==> config.mk <==
export PLATFORM = sky130hd
export DESIGN_NAME = sqrt_share_arb
export DESIGN_NICKNAME = d
export VERILOG_FILES = /design/src/rtl/sqrt_share_pkg.sv /design/src/rtl/rr_pick.sv /design/src/rtl/sqrt_share_arb.sv
export SDC_FILE = /design/constraint.sdc
export NUM_CORES = 1
export LEC_CHECK = 0
export CAP_MARGIN = 20
export CORE_MARGIN = 2
export CORE_UTILIZATION = 46
export CTS_CLUSTER_DIAMETER = 60
export DETAILED_ROUTE_END_ITERATION = 6
export HOLD_SLACK_MARGIN = 0.08
export PLACE_DENSITY_LB_ADDON = 0.1
export REMOVE_ABC_BUFFERS = 1
export SYNTH_ARGS = -nofsm -noshare
export SYNTH_HDL_FRONTEND = slang
export SYNTH_SLANG_ARGS = --single-unit
==> constraint.sdc <==
create_clock -name clk_i -period 3.6 [get_ports clk_i]
set_input_delay 0.72 -clock clk_i [delete_from_list [all_inputs] [get_ports clk_i]]
set_output_delay 0.72 -clock clk_i [all_outputs]
set_load 0.02 [all_outputs]
==> src/rtl/sqrt_share_pkg.sv <==
// rtl/sqrt_share_pkg.sv - shared state encodings and default widths for the sqrt sharing arbiter
package sqrt_share_pkg;

    localparam logic [1:0] S_IDLE  = 2'd0;
    localparam logic [1:0] S_ISSUE = 2'd1;
    localparam logic [1:0] S_WAIT  = 2'd2;
    localparam logic [1:0] S_DONE  = 2'd3;

    // Match the shared sqrt core's a_bi / y_bo widths.
    localparam int A_W_DEF = 10;
    localparam int Y_W_DEF = 5;

endpackage

==> src/rtl/rr_pick.sv <==
// rtl/rr_pick.sv - combinational rotating-priority picker, searching upward from ptr_i+1 with wrap
module rr_pick #(
    parameter int N  = 4,
    parameter int IW = (N > 1) ? $clog2(N) : 1
) (
    input  logic [N-1:0]  req_i,
    input  logic [IW-1:0] ptr_i,
    output logic [N-1:0]  gnt_o,
    output logic [IW-1:0] idx_o,
    output logic          any_o
);

    logic [IW-1:0] k;

    always_comb begin
        gnt_o = '0;
        idx_o = '0;
        any_o = 1'b0;
        k     = '0;
        for (int off = 1; off <= N; off++) begin
            k = IW'((int'(ptr_i) + off) % N);
            if (!any_o && req_i[k]) begin
                any_o    = 1'b1;
                gnt_o[k] = 1'b1;
                idx_o    = k;
            end
        end
    end

endmodule

==> src/rtl/sqrt_share_arb.sv <==
// rtl/sqrt_share_arb.sv - round-robin time-sharing of one iterative sqrt core among N_REQ requesters
module sqrt_share_arb
    import sqrt_share_pkg::*;
#(
    parameter int N_REQ   = 4,
    parameter int A_W     = A_W_DEF,
    parameter int Y_W     = Y_W_DEF,
    parameter int TIMEOUT = 64
) (
    input  logic               clk_i,
    input  logic               rst_ni,
    input  logic [N_REQ-1:0]   req_i,
    input  logic [N_REQ*A_W-1:0] a_bi,
    output logic [N_REQ-1:0]   gnt_o,
    output logic [N_REQ-1:0]   done_o,
    output logic [Y_W-1:0]     y_bo,
    output logic               err_o,
    output logic               busy_o,
    output logic [A_W-1:0]     core_a_o,
    output logic               core_start_o,
    input  logic               core_busy_i,
    input  logic [Y_W-1:0]     core_y_i
);

    localparam int IW = $clog2(N_REQ);
    localparam int CW = $clog2(TIMEOUT + 1);

    logic [1:0]       state_q, state_d;
    logic [N_REQ-1:0] gnt_q, gnt_d;
    logic [N_REQ-1:0] done_q, done_d;
    logic [Y_W-1:0]   y_q, y_d;
    logic             err_q, err_d;
    logic             busy_q, busy_d;
    logic             start_q, start_d;
    logic [A_W-1:0]   core_a_q, core_a_d;
    logic [CW-1:0]    cnt_q, cnt_d;
    logic [IW-1:0]    ptr_q, ptr_d;
    logic [IW-1:0]    own_q, own_d;

    logic [N_REQ-1:0] pick_gnt;
    logic [IW-1:0]    pick_idx;
    logic             pick_any;

    rr_pick #(.N(N_REQ), .IW(IW)) u_pick (
        .req_i (req_i),
        .ptr_i (ptr_q),
        .gnt_o (pick_gnt),
        .idx_o (pick_idx),
        .any_o (pick_any)
    );

    always_comb begin
        state_d  = state_q;
        gnt_d    = gnt_q;
        done_d   = '0;
        y_d      = y_q;
        err_d    = 1'b0;
        start_d  = 1'b0;
        core_a_d = core_a_q;
        cnt_d    = cnt_q;
        ptr_d    = ptr_q;
        own_d    = own_q;
        case (state_q)
            S_IDLE: begin
                if (pick_any) begin
                    gnt_d    = pick_gnt;
                    own_d    = pick_idx;
                    core_a_d = a_bi[int'(pick_idx)*A_W +: A_W];
                    start_d  = 1'b1;
                    state_d  = S_ISSUE;
                end
            end
            S_ISSUE: begin
                cnt_d   = '0;
                state_d = S_WAIT;
            end
            S_WAIT: begin
                cnt_d = cnt_q + 1'b1;
                // The core asserts busy one cycle after it sees start, so skip the first WAIT cycle.
                if (cnt_q != '0 && !core_busy_i) begin
                    y_d     = core_y_i;
                    done_d  = gnt_q;
                    state_d = S_DONE;
                end else if (cnt_q == CW'(TIMEOUT)) begin
                    err_d   = 1'b1;
                    state_d = S_DONE;
                end
            end
            S_DONE: begin
                gnt_d   = '0;
                ptr_d   = own_q;
                state_d = S_IDLE;
            end
            default: state_d = S_IDLE;
        endcase
        busy_d = (state_d != S_IDLE);
    end

    always_ff @(posedge clk_i or negedge rst_ni) begin
        if (!rst_ni) begin
            state_q  <= S_IDLE;
            gnt_q    <= '0;
            done_q   <= '0;
            y_q      <= '0;
            err_q    <= 1'b0;
            busy_q   <= 1'b0;
            start_q  <= 1'b0;
            core_a_q <= '0;
            cnt_q    <= '0;
            ptr_q    <= IW'(N_REQ - 1);
            own_q    <= '0;
        end else begin
            state_q  <= state_d;
            gnt_q    <= gnt_d;
            done_q   <= done_d;
            y_q      <= y_d;
            err_q    <= err_d;
            busy_q   <= busy_d;
            start_q  <= start_d;
            core_a_q <= core_a_d;
            cnt_q    <= cnt_d;
            ptr_q    <= ptr_d;
            own_q    <= own_d;
        end
    end

    assign gnt_o        = gnt_q;
    assign done_o       = done_q;
    assign y_bo         = y_q;
    assign err_o        = err_q;
    assign busy_o       = busy_q;
    assign core_a_o     = core_a_q;
    assign core_start_o = start_q;

endmodule

# Word level (Yosys, flattened, before mapping)
# Index checks and enable logic that the tools add are counted.
[word_totals] mem_bits_ro=0 output_inout_bits=26 reg_bits=39 latchBits=0 mem_count=0 in_bits=52 ramBits=0 wordCells=96
[op_classes] eq_ne=5 div=0 n_bitwise=3 reduce_logical=20 n_addsub=5 n_mux=42 shifts=1 n_lt_le_gt_ge=8 multipliers=1
[ops] operator="indexed part select 40 x 7 -> 10 bit" count=1
[ops] operator="two-way mux 4 bit" count=7
[ops] operator="two-way mux 1 bit" count=17
[ops] operator="two-way mux 2 bit" count=7
[ops] operator="case mux 7 bit (2 select lines)" count=1
[ops] operator="less-than comparator 2 x 3 -> 1 bit (second input constant)" count=4
[ops] operator="OR 4 bit" count=3
[ops] operator="binary-select mux 1 bit (select 2 bit)" count=4
[ops] operator="demux 1 bit (select 2 bit)" count=4
[ops] operator=">= comparator 2 x 1 -> 1 bit (second input constant)" count=4
[ops] operator="logical AND 1 bit" count=8
[ops] operator="case mux 2 bit (4 select lines)" count=1
[ops] operator="case mux 4 bit (2 select lines)" count=1
[ops] operator="adder 7 x 1 -> 7 bit (second input constant)" count=1
[ops] operator="equality test 7 bit (second input constant)" count=1
[ops] operator="nonzero test 7 bit" count=1
[ops] operator="AND reduction 2 bit" count=3
[ops] operator="nonzero test 2 bit" count=3
[ops] operator="multiplier 2 x 3 -> 5 bit (second input constant)" count=1
[ops] operator="adder 2 x 1 -> 2 bit (second input constant)" count=2
[ops] operator="adder 2 bit (second input constant)" count=2
[ops] operator="equality test 2 bit (second input constant)" count=2
[ops] operator="zero test 1 bit" count=4
[ops] operator="equality test 2 x 1 -> 1 bit (second input constant)" count=1
[ops] operator="2 further kinds" count=2

# Logic depth before layout (Yosys ltp)
# Gate-level depths: netlist of run 1.
[depth] word_depth=16 depth_mapped=10 ltp_nobuf=8

# By module
# A second synthesis of run 1 with hierarchy kept.
[unflattened] hier_cells=222 hier_area_um2=2498.6
[by_module_without_submodules] mod="sqrt_share_arb" seq_area_each_um2=978.4 cells_each=136 area_per_inst_um2=1869.3 n_inst=1
[by_module_without_submodules] mod="rr_pick" seq_area_each_um2=0.0 cells_each=86 area_per_inst_um2=629.4 n_inst=1

# Least setup slack after synthesis of run 1
# Ideal clock, no wire load.
[synth_timing] path_type="register to register" startpoint="register ptr_q[0]" endpoint="register core_a_q[1] (netlist: core_a_o[1])" required_time_ns=3.523 period_less_slack_ns=2.563 arrival_time_ns=2.486 path_buffers=2 path_stages_with_launch=11 slack_ns=1.037 cell_sequence="dfstp_2 buf_2 inv_1 ha_1 inv_1 mux2i_1 o21ai_2 o21bai_1 buf_6 mux2_4 o21ai_1"
[synth_between] elab_chain_cells=15 elab_cells_between_ends=29 cone_classes="4 x add/sub; 1 x mul; 1 x shift; 16 x mux; 7 x reduce/logical"
[synth_rtl] element="start, declared" line="sqrt_share_arb.sv:37" rtl="logic [IW-1:0] ptr_q, ptr_d;"
[synth_rtl] element="start signal, assigned" line="sqrt_share_arb.sv:110" rtl="ptr_q <= IW'(N_REQ - 1);"
[synth_rtl] element="start signal, assigned" line="sqrt_share_arb.sv:122" rtl="ptr_q <= ptr_d;"
[synth_rtl] element="adder 2 x 1 -> 2 bit" line="rr_pick.sv:21" rtl="k = IW'((int'(ptr_i) + off) % N);"
[synth_rtl] element="binary-select mux 1 bit (select 2 bit)" line="rr_pick.sv:22" rtl="if (!any_o && req_i[k]) begin"
[synth_rtl] element="two-way mux 1 bit (not written as such)" line="rr_pick.sv:22"
[synth_rtl] element="two-way mux 1 bit" line="rr_pick.sv:22"
[synth_rtl] element="zero test 1 bit" line="rr_pick.sv:22"
[synth_rtl] element="logical AND 1 bit" line="rr_pick.sv:22"
[synth_rtl] element="two-way mux 1 bit" line="rr_pick.sv:22"
[synth_rtl] element="zero test 1 bit" line="rr_pick.sv:22"
[synth_rtl] element="logical AND 1 bit" line="rr_pick.sv:22"
[synth_rtl] element="two-way mux 1 bit" line="rr_pick.sv:22"
[synth_rtl] element="zero test 1 bit" line="rr_pick.sv:22"
[synth_rtl] element="logical AND 1 bit" line="rr_pick.sv:22"
[synth_rtl] element="two-way mux 2 bit" line="rr_pick.sv:22"
[synth_rtl] element="multiplier 2 x 3 -> 5 bit" line="sqrt_share_arb.sv:68" rtl="core_a_d = a_bi[int'(pick_idx)*A_W +: A_W];"
[synth_rtl] element="indexed part select 40 x 7 -> 10 bit" line="sqrt_share_arb.sv:68"
[synth_rtl] element="end signal, assigned" line="sqrt_share_arb.sv:120" rtl="core_a_q <= core_a_d;"
[synth_rtl] element="end, declared" line="sqrt_share_arb.sv:35" rtl="logic [A_W-1:0] core_a_q, core_a_d;"
# Parallel ways exist; a longest one is shown, timed or not. The select of a mux whose other input is x is not followed.
# A chain may end at the register's enable or synchronous reset.

# Worst setup path in the final report of run 1
[layout_timing] startpoint="register ptr_q[0]" endpoint="register core_a_q[8] (netlist: core_a_o[8])"
# Same word-level chain as after synthesis.

==> flow_summary.ini, run 1 <==
[die]
num_rows = 26
initial_core_util = 0.473
fp.dieH_um = 76.2
die_area_mm2 = 0.00581
core_mm2 = 0.00507
boundaryPins = 78
die_width_um = 76.2

[global_routing]
antenna_found_initial = 0
grt_pass1_wl_um = 8580
grt_max_degree = 40
overflow = 0
grt_util_all_layers = 0.179
grt_pass1_vias = 1923

[worst_setup_path]
worstPathCellList = inv_1 > ha_1 > inv_1 > mux2i_1 > o21ai_2 > o21bai_1 > buf_4 > mux2_4 > o21ai_1
cp.buffers_inverters = 3
crit_path_frequent_cell = inv_1
critical-path-max-stage-delay_ns = 0.73
crit_type = reg -> reg
crit_required_ns = 3.81
cp-start-kind = register
critPathCaptureType = register
slowest_stage = dfstp_2
worstPathArrival_ns = 2.96
crit_family = flip-flops
worstPathMaxFanout = 17

[finish]
stdcell_area_mm2 = 0.00330
n_antenna_cell = 0
layout.nets = 371
drive_gt1_frac = 0.124
instances_no_fill = 376
area_delta_synth_final_pct = 37.3

[outcome]
outcome = complete, no violations

[placement]
dp.cells = 368
placed_area_mm2 = 0.00321
dp_slack_ns = 0.680
gp_congestion = 0.806
dp_hpwl_um = 3720
numPortBuffers = 77

[clocking]
htreeDepth = 2
numCtsBuffers = 5
cts_tree = done
ctsResizeCount = 0
hold_buffers = 0
cts_root_buf = clkbuf_8
clk_pin_slew_ns = 0.07
clk_latency_ns = 0.28
ctsLongestPathBuffers = 2
numClockSinks = 39
cts_setup_buffers = 0

[detailed_routing]
wl_um = 4840
via_per_inst = 5.11
final_antenna_net_count = 0
drt-initial-drc-count = 67
drc = 0
wl_per_cell_um = 12.9
num_vias = 1923
first_pass_iters = 4

[sta]
max_slew_margin = 0.450
finalHoldViolCount = 0
fin_crit_ns = 2.75
setup_viol = 0
finalSetupTns_ns = 0
max_freq_mhz = 363
rsz0062_at_grt = false
fin_crit_sh = 0.765
fin_hold_ws_ns = 0.482
finalWorstSetupSlack_ns = 0.847
tightest_slew_ns = 0.824
slew_viol_final = 0
fin_worst_skew_ns = 0.00875

[synthesis]
synth_warnings = 0
synth_common_cells = dfrtp_1, mux2i_1, nand2_1
yosysSeqAreaShare = 0.408
synthArstFlopShare = 1.00
synth_cells = 228
synth_ff_type = dfrtp_1
synth_area_leader_cell = dfrtp_1
yosysMostFrequentCell = dfrtp_1
synth_top_area_frac = 0.386
ys_top_cells_by_area = dfrtp_1, mux2i_1, ha_1, mux2_4, nand2_1
yosysUniqueCellTypes = 47
synth_area_per_cell_um2 = 10.5
ys_ff_latch = 39
syn-cell-area_mm2 = 0.00240
synth-edff-count = 0

[pwr]
power_leakage_nw = 1.46
p_per_area_mw_per_mm2 = 790
ir_worst_vdd_uv = 481

[job]
cap_violations = 0

[hold_path]
hold_path.class = reg -> reg
-- per-layer routing --
| layer | vias up | share of wire | global-route usage |
|---|---|---|---|
| li1 | 969 | - | - |
| met1 | 880 | 0.46 | 0.232 |
| met2 | 67 | 0.46 | 0.288 |
| met3 | 7 | 0.069 | 0.0604 |
| met4 | 0 | 0.013 | 0.0491 |
| met5 | - | 0 | 0 |
-- stage by stage --
| step | utilization | total power [W] |
|---|---|---|
| global placement | 0.633 | 0.00231 |
| floorplan | - | 0.00184 |
| global route | 0.649 | 0.00283 |
| detailed placement | 0.633 | 0.00235 |
| finish | 0.649 | 0.00260 |
| CTS | 0.649 | 0.00263 |
-- state kept, by name, indices dropped and copies added (netlist names) --
signal,cells
core_a_o,10
cnt_q,7
y_bo,5
done_o,4
gnt_o,4
own_q,2
ptr_q,2
state_q,2
busy_o,1
core_start_o,1
err_o,1
-- cell usage in the layout (no fill, tap or decap), types with 2 or more instances in the layout --
| cell type | instances |
|---|---|
| o22ai_1 | 2 |
| o21ai_2 | 2 |
| nand2b_1 | 3 |
| a32oi_1 | 2 |
| o31ai_1 | 2 |
| mux2i_1 | 24 |
| nand3_1 | 3 |
| o21ai_1 | 8 |
| mux2_4 | 9 |
| a21oi_1 | 6 |
| dfrtp_1 | 37 |
| nor2_1 | 12 |
| nor2b_1 | 2 |
| inv_1 | 11 |
| ha_1 | 14 |
| clkbuf_1 | 2 |
| clkdlybuf4s50_1 | 76 |
| mux2_2 | 7 |
| nor3_1 | 5 |
| o21ai_0 | 11 |
| nand2_1 | 22 |
| a221o_1 | 4 |
| clkbuf_8 | 5 |
| and2_1 | 4 |
| a221oi_1 | 4 |
| or2_2 | 2 |
| buf_4 | 3 |
| dfstp_2 | 2 |
-- worst min-delay path, stage by stage (launching register included) --
cell     delay, ns
dfrtp_1       0.35
nand2_1       0.06
o21ai_2       0.05
-- worst paths after layout --
check	slack, ns	depth (start not counted)	endpoint	start
max in group asynchronous	2.55	1	core_a_o[9]	rst_ni
worst min-delay path	0.48	2	core_a_o[0]	core_a_o[0]
worst max-delay path	0.85	9	core_a_o[8]	ptr_q[0]
min in group asynchronous	0.54	1	cnt_q[6]	rst_ni
worst max register to register	0.85	9	core_a_o[8]	ptr_q[0]
worst min register to register	0.48	2	core_a_o[0]	core_a_o[0]
-- area by class of cell --
type                    instances  area (um2)
inverters                      12        45.0
clock inverters                 1        5.00
multi-input cells             167        1320
flip-flops and latches         39         978
clock buffers                   7        76.3
fillers                       456        1780
well taps                      70        87.6
repair buffers                 80         788
-- cells by family after synthesis --
logic type,share of synthesized area
AOI/OAI and AO/OA,0.132
adders and majority gates,0.0730
and+or+nand+nor,0.125
buffers and inverters,0.0469
DFF,0.408
muxes,0.208
xor gates and xnor gates,0.00730
-- where the power goes --
part / leakage, nW / internal (W) / switching (W)
Clock: 0.0422 / 0.000136 / 0.000141
Combinational: 0.926 / 0.000795 / 0.000804
Sequential: 0.494 / 0.000609 / 0.000120
Total: 1.46 / 0.00154 / 0.00106
(Power assumes the default switching activity.)
==> inputs of run 2 (changes only) <==
==> constraint.sdc (replaced) <==
create_clock -name clk_i -period 2.8 [get_ports clk_i]
set_input_delay 0.56 -clock clk_i [delete_from_list [all_inputs] [get_ports clk_i]]
set_output_delay 0.56 -clock clk_i [all_outputs]
set_load 0.02 [all_outputs]
==> run 2 against run 1 <==
Against the previous run:
- critical path depth is the same
- hold slack lost 0.11 ns
- clock power rose by 72%
- register-to-register slack worse by 0.64 ns
- critical endpoint is now core_a_o[2]
==> flow_summary.ini, run 2 (synthesis results as in run 1) <==
[detailed_routing]
drc = 0
drt-initial-drc-count = 94
via_per_inst = 5.21
num_vias = 1989
final_antenna_net_count = 0
wl_per_cell_um = 13.1
first_pass_iters = 4
wl_um = 5010

[global_routing]
grt_max_degree = 40
grt_pass1_vias = 1925
overflow = 0
grt_util_all_layers = 0.179
antenna_found_initial = 0
grt_pass1_wl_um = 8590

[sta]
max_freq_mhz = 386
fin_worst_skew_ns = 0.00627
max_slew_margin = 0.452
fin_crit_ns = 2.59
finalSetupTns_ns = 0
tightest_slew_ns = 0.822
fin_crit_sh = 0.924
finalWorstSetupSlack_ns = 0.212
rsz0062_at_grt = false
setup_viol = 0
slew_viol_final = 0
finalHoldViolCount = 0

[placement]
dp_slack_ns = 0.0471
dp_hpwl_um = 3850
dp.cells = 374
gp_congestion = 0.905
numPortBuffers = 77

[clocking]
numCtsBuffers = 5
ctsResizeCount = 0
ctsLongestPathBuffers = 2
numClockSinks = 39
clk_pin_slew_ns = 0.07
hold_buffers = 0
cts_root_buf = clkbuf_8
clk_latency_ns = 0.29
htreeDepth = 2
cts_tree = done
cts_setup_buffers = 0

[finish]
drive_gt1_frac = 0.147
fin_util = 0.668
layout.nets = 377
n_antenna_cell = 0
final_common_cell = clkdlybuf4s50_1
instances_no_fill = 382
largest_reg_flops = 10
final_cell_mix = clkdlybuf4s50_1, dfrtp_1, mux2i_1
area_delta_synth_final_pct = 41.2
num-fill-cells = 441

[die]
die_area_mm2 = 0.00581
num_rows = 26
fp.dieH_um = 76.2
initial_core_util = 0.473
die_width_um = 76.2
boundaryPins = 78
core_mm2 = 0.00507

[worst_setup_path]
slowest_stage = dfstp_2
crit_required_ns = 3.01
worstPathArrival_ns = 2.80
critPathCaptureType = register
r2r_slack_ns = 0.21
critical-path-max-stage-delay_ns = 0.66
cp-start-kind = register
rr_endpoint = core_a_o[2]
rr_worst_depth = 9
crit_path_frequent_cell = inv_1
worstPathMaxFanout = 10
crit_type = reg -> reg
r2r-start = ptr_q[1]
worstPathCellList = inv_1 > ha_1 > inv_1 > mux2i_1 > o21ai_2 > o21bai_1 > buf_4 > mux2_4 > o21ai_1

[pwr]
ir_worst_vdd_uv = 491
power_leakage_nw = 1.51
p_per_area_mw_per_mm2 = 1060
power_w = 0.00358

[outcome]
outcome = complete, no violations

[job]
cap_violations = 0

[hold_path]
hold_path.class = in -> async
==> run 2: where the power goes <==
group | internal, W | switching (W)
sequential | 0.000782 | 0.000139
clock | 0.000288 | 0.000188
combinational | 0.00110 | 0.00109
total | 0.00217 | 0.00141
==> run 2: cell type report <==
cell class                      count  area (um2)  share of cell area
Multi-Input combinational cell    167        1320               0.388
Sequential cell                    39         978               0.289
Timing Repair Buffer               86         846               0.250
Tap cell                           70        87.6              0.0258
Clock buffer                        6        82.6              0.0244
Inverter                           12        45.0              0.0133
Clock inverter                      2        35.0              0.0103
==> run 2: worst max-delay path, delay by kind of cell, from the launching register on <==
| kind | cells | cell delay, ns |
|---|---|---|
| muxes | 2 | 0.60 |
| DFF | 1 | 0.66 |
| adders and majority gates | 1 | 0.37 |
| buffers and inverters | 3 | 0.52 |
| AOI/OAI and AO/OA | 3 | 0.37 |
==> run 2: metrics by stage <==
step	area (um2)	hold slack [ns]
after floorplan	2330	0.264
after global placement	3270	0.467
after detailed placement	3270	0.471
after CTS	3390	0.396
after global routing	3390	0.441
final	3390	0.368
==> run 2: how the worst max path moves through the flow <==
stage,from,depth (start not counted),endpoint,slack [ns]
floorplan,ptr_q[0],5,core_a_o[1],-0.41
global placement,req_i[1],7,core_a_o[8],0.13
detailed placement,req_i[3],8,core_a_o[2],0.05
CTS,ptr_q[1],9,core_a_o[2],0.22
global route,ptr_q[1],9,core_a_o[6],0.05
finish,ptr_q[1],9,core_a_o[2],0.21
==> run 2: routing by layer <==
layer  vias up  routed length, um  global-route usage  part of all wire
li1        984                  -                   -                 -
met1       918               2320               0.236              0.46
met2        80               2300               0.291              0.46
met3         7                344              0.0509             0.069
met4         0                 48              0.0436            0.0096
met5         -                  0                   0                 0
==> inputs of run 3 (changes only) <==
--- a/config.mk
+++ b/config.mk
@@ -8,6 +8,7 @@
 export CAP_MARGIN = 20
 export CORE_MARGIN = 2
 export CORE_UTILIZATION = 46
+export CTS_BUF_LIST = sky130_fd_sc_hd__clkbuf_4 sky130_fd_sc_hd__clkbuf_8 sky130_fd_sc_hd__clkbuf_16
 export CTS_CLUSTER_DIAMETER = 60
 export DETAILED_ROUTE_END_ITERATION = 6
 export HOLD_SLACK_MARGIN = 0.08
==> results of run 3 <==
The final DEF is identical to that of run 2; final timing and power are the same.
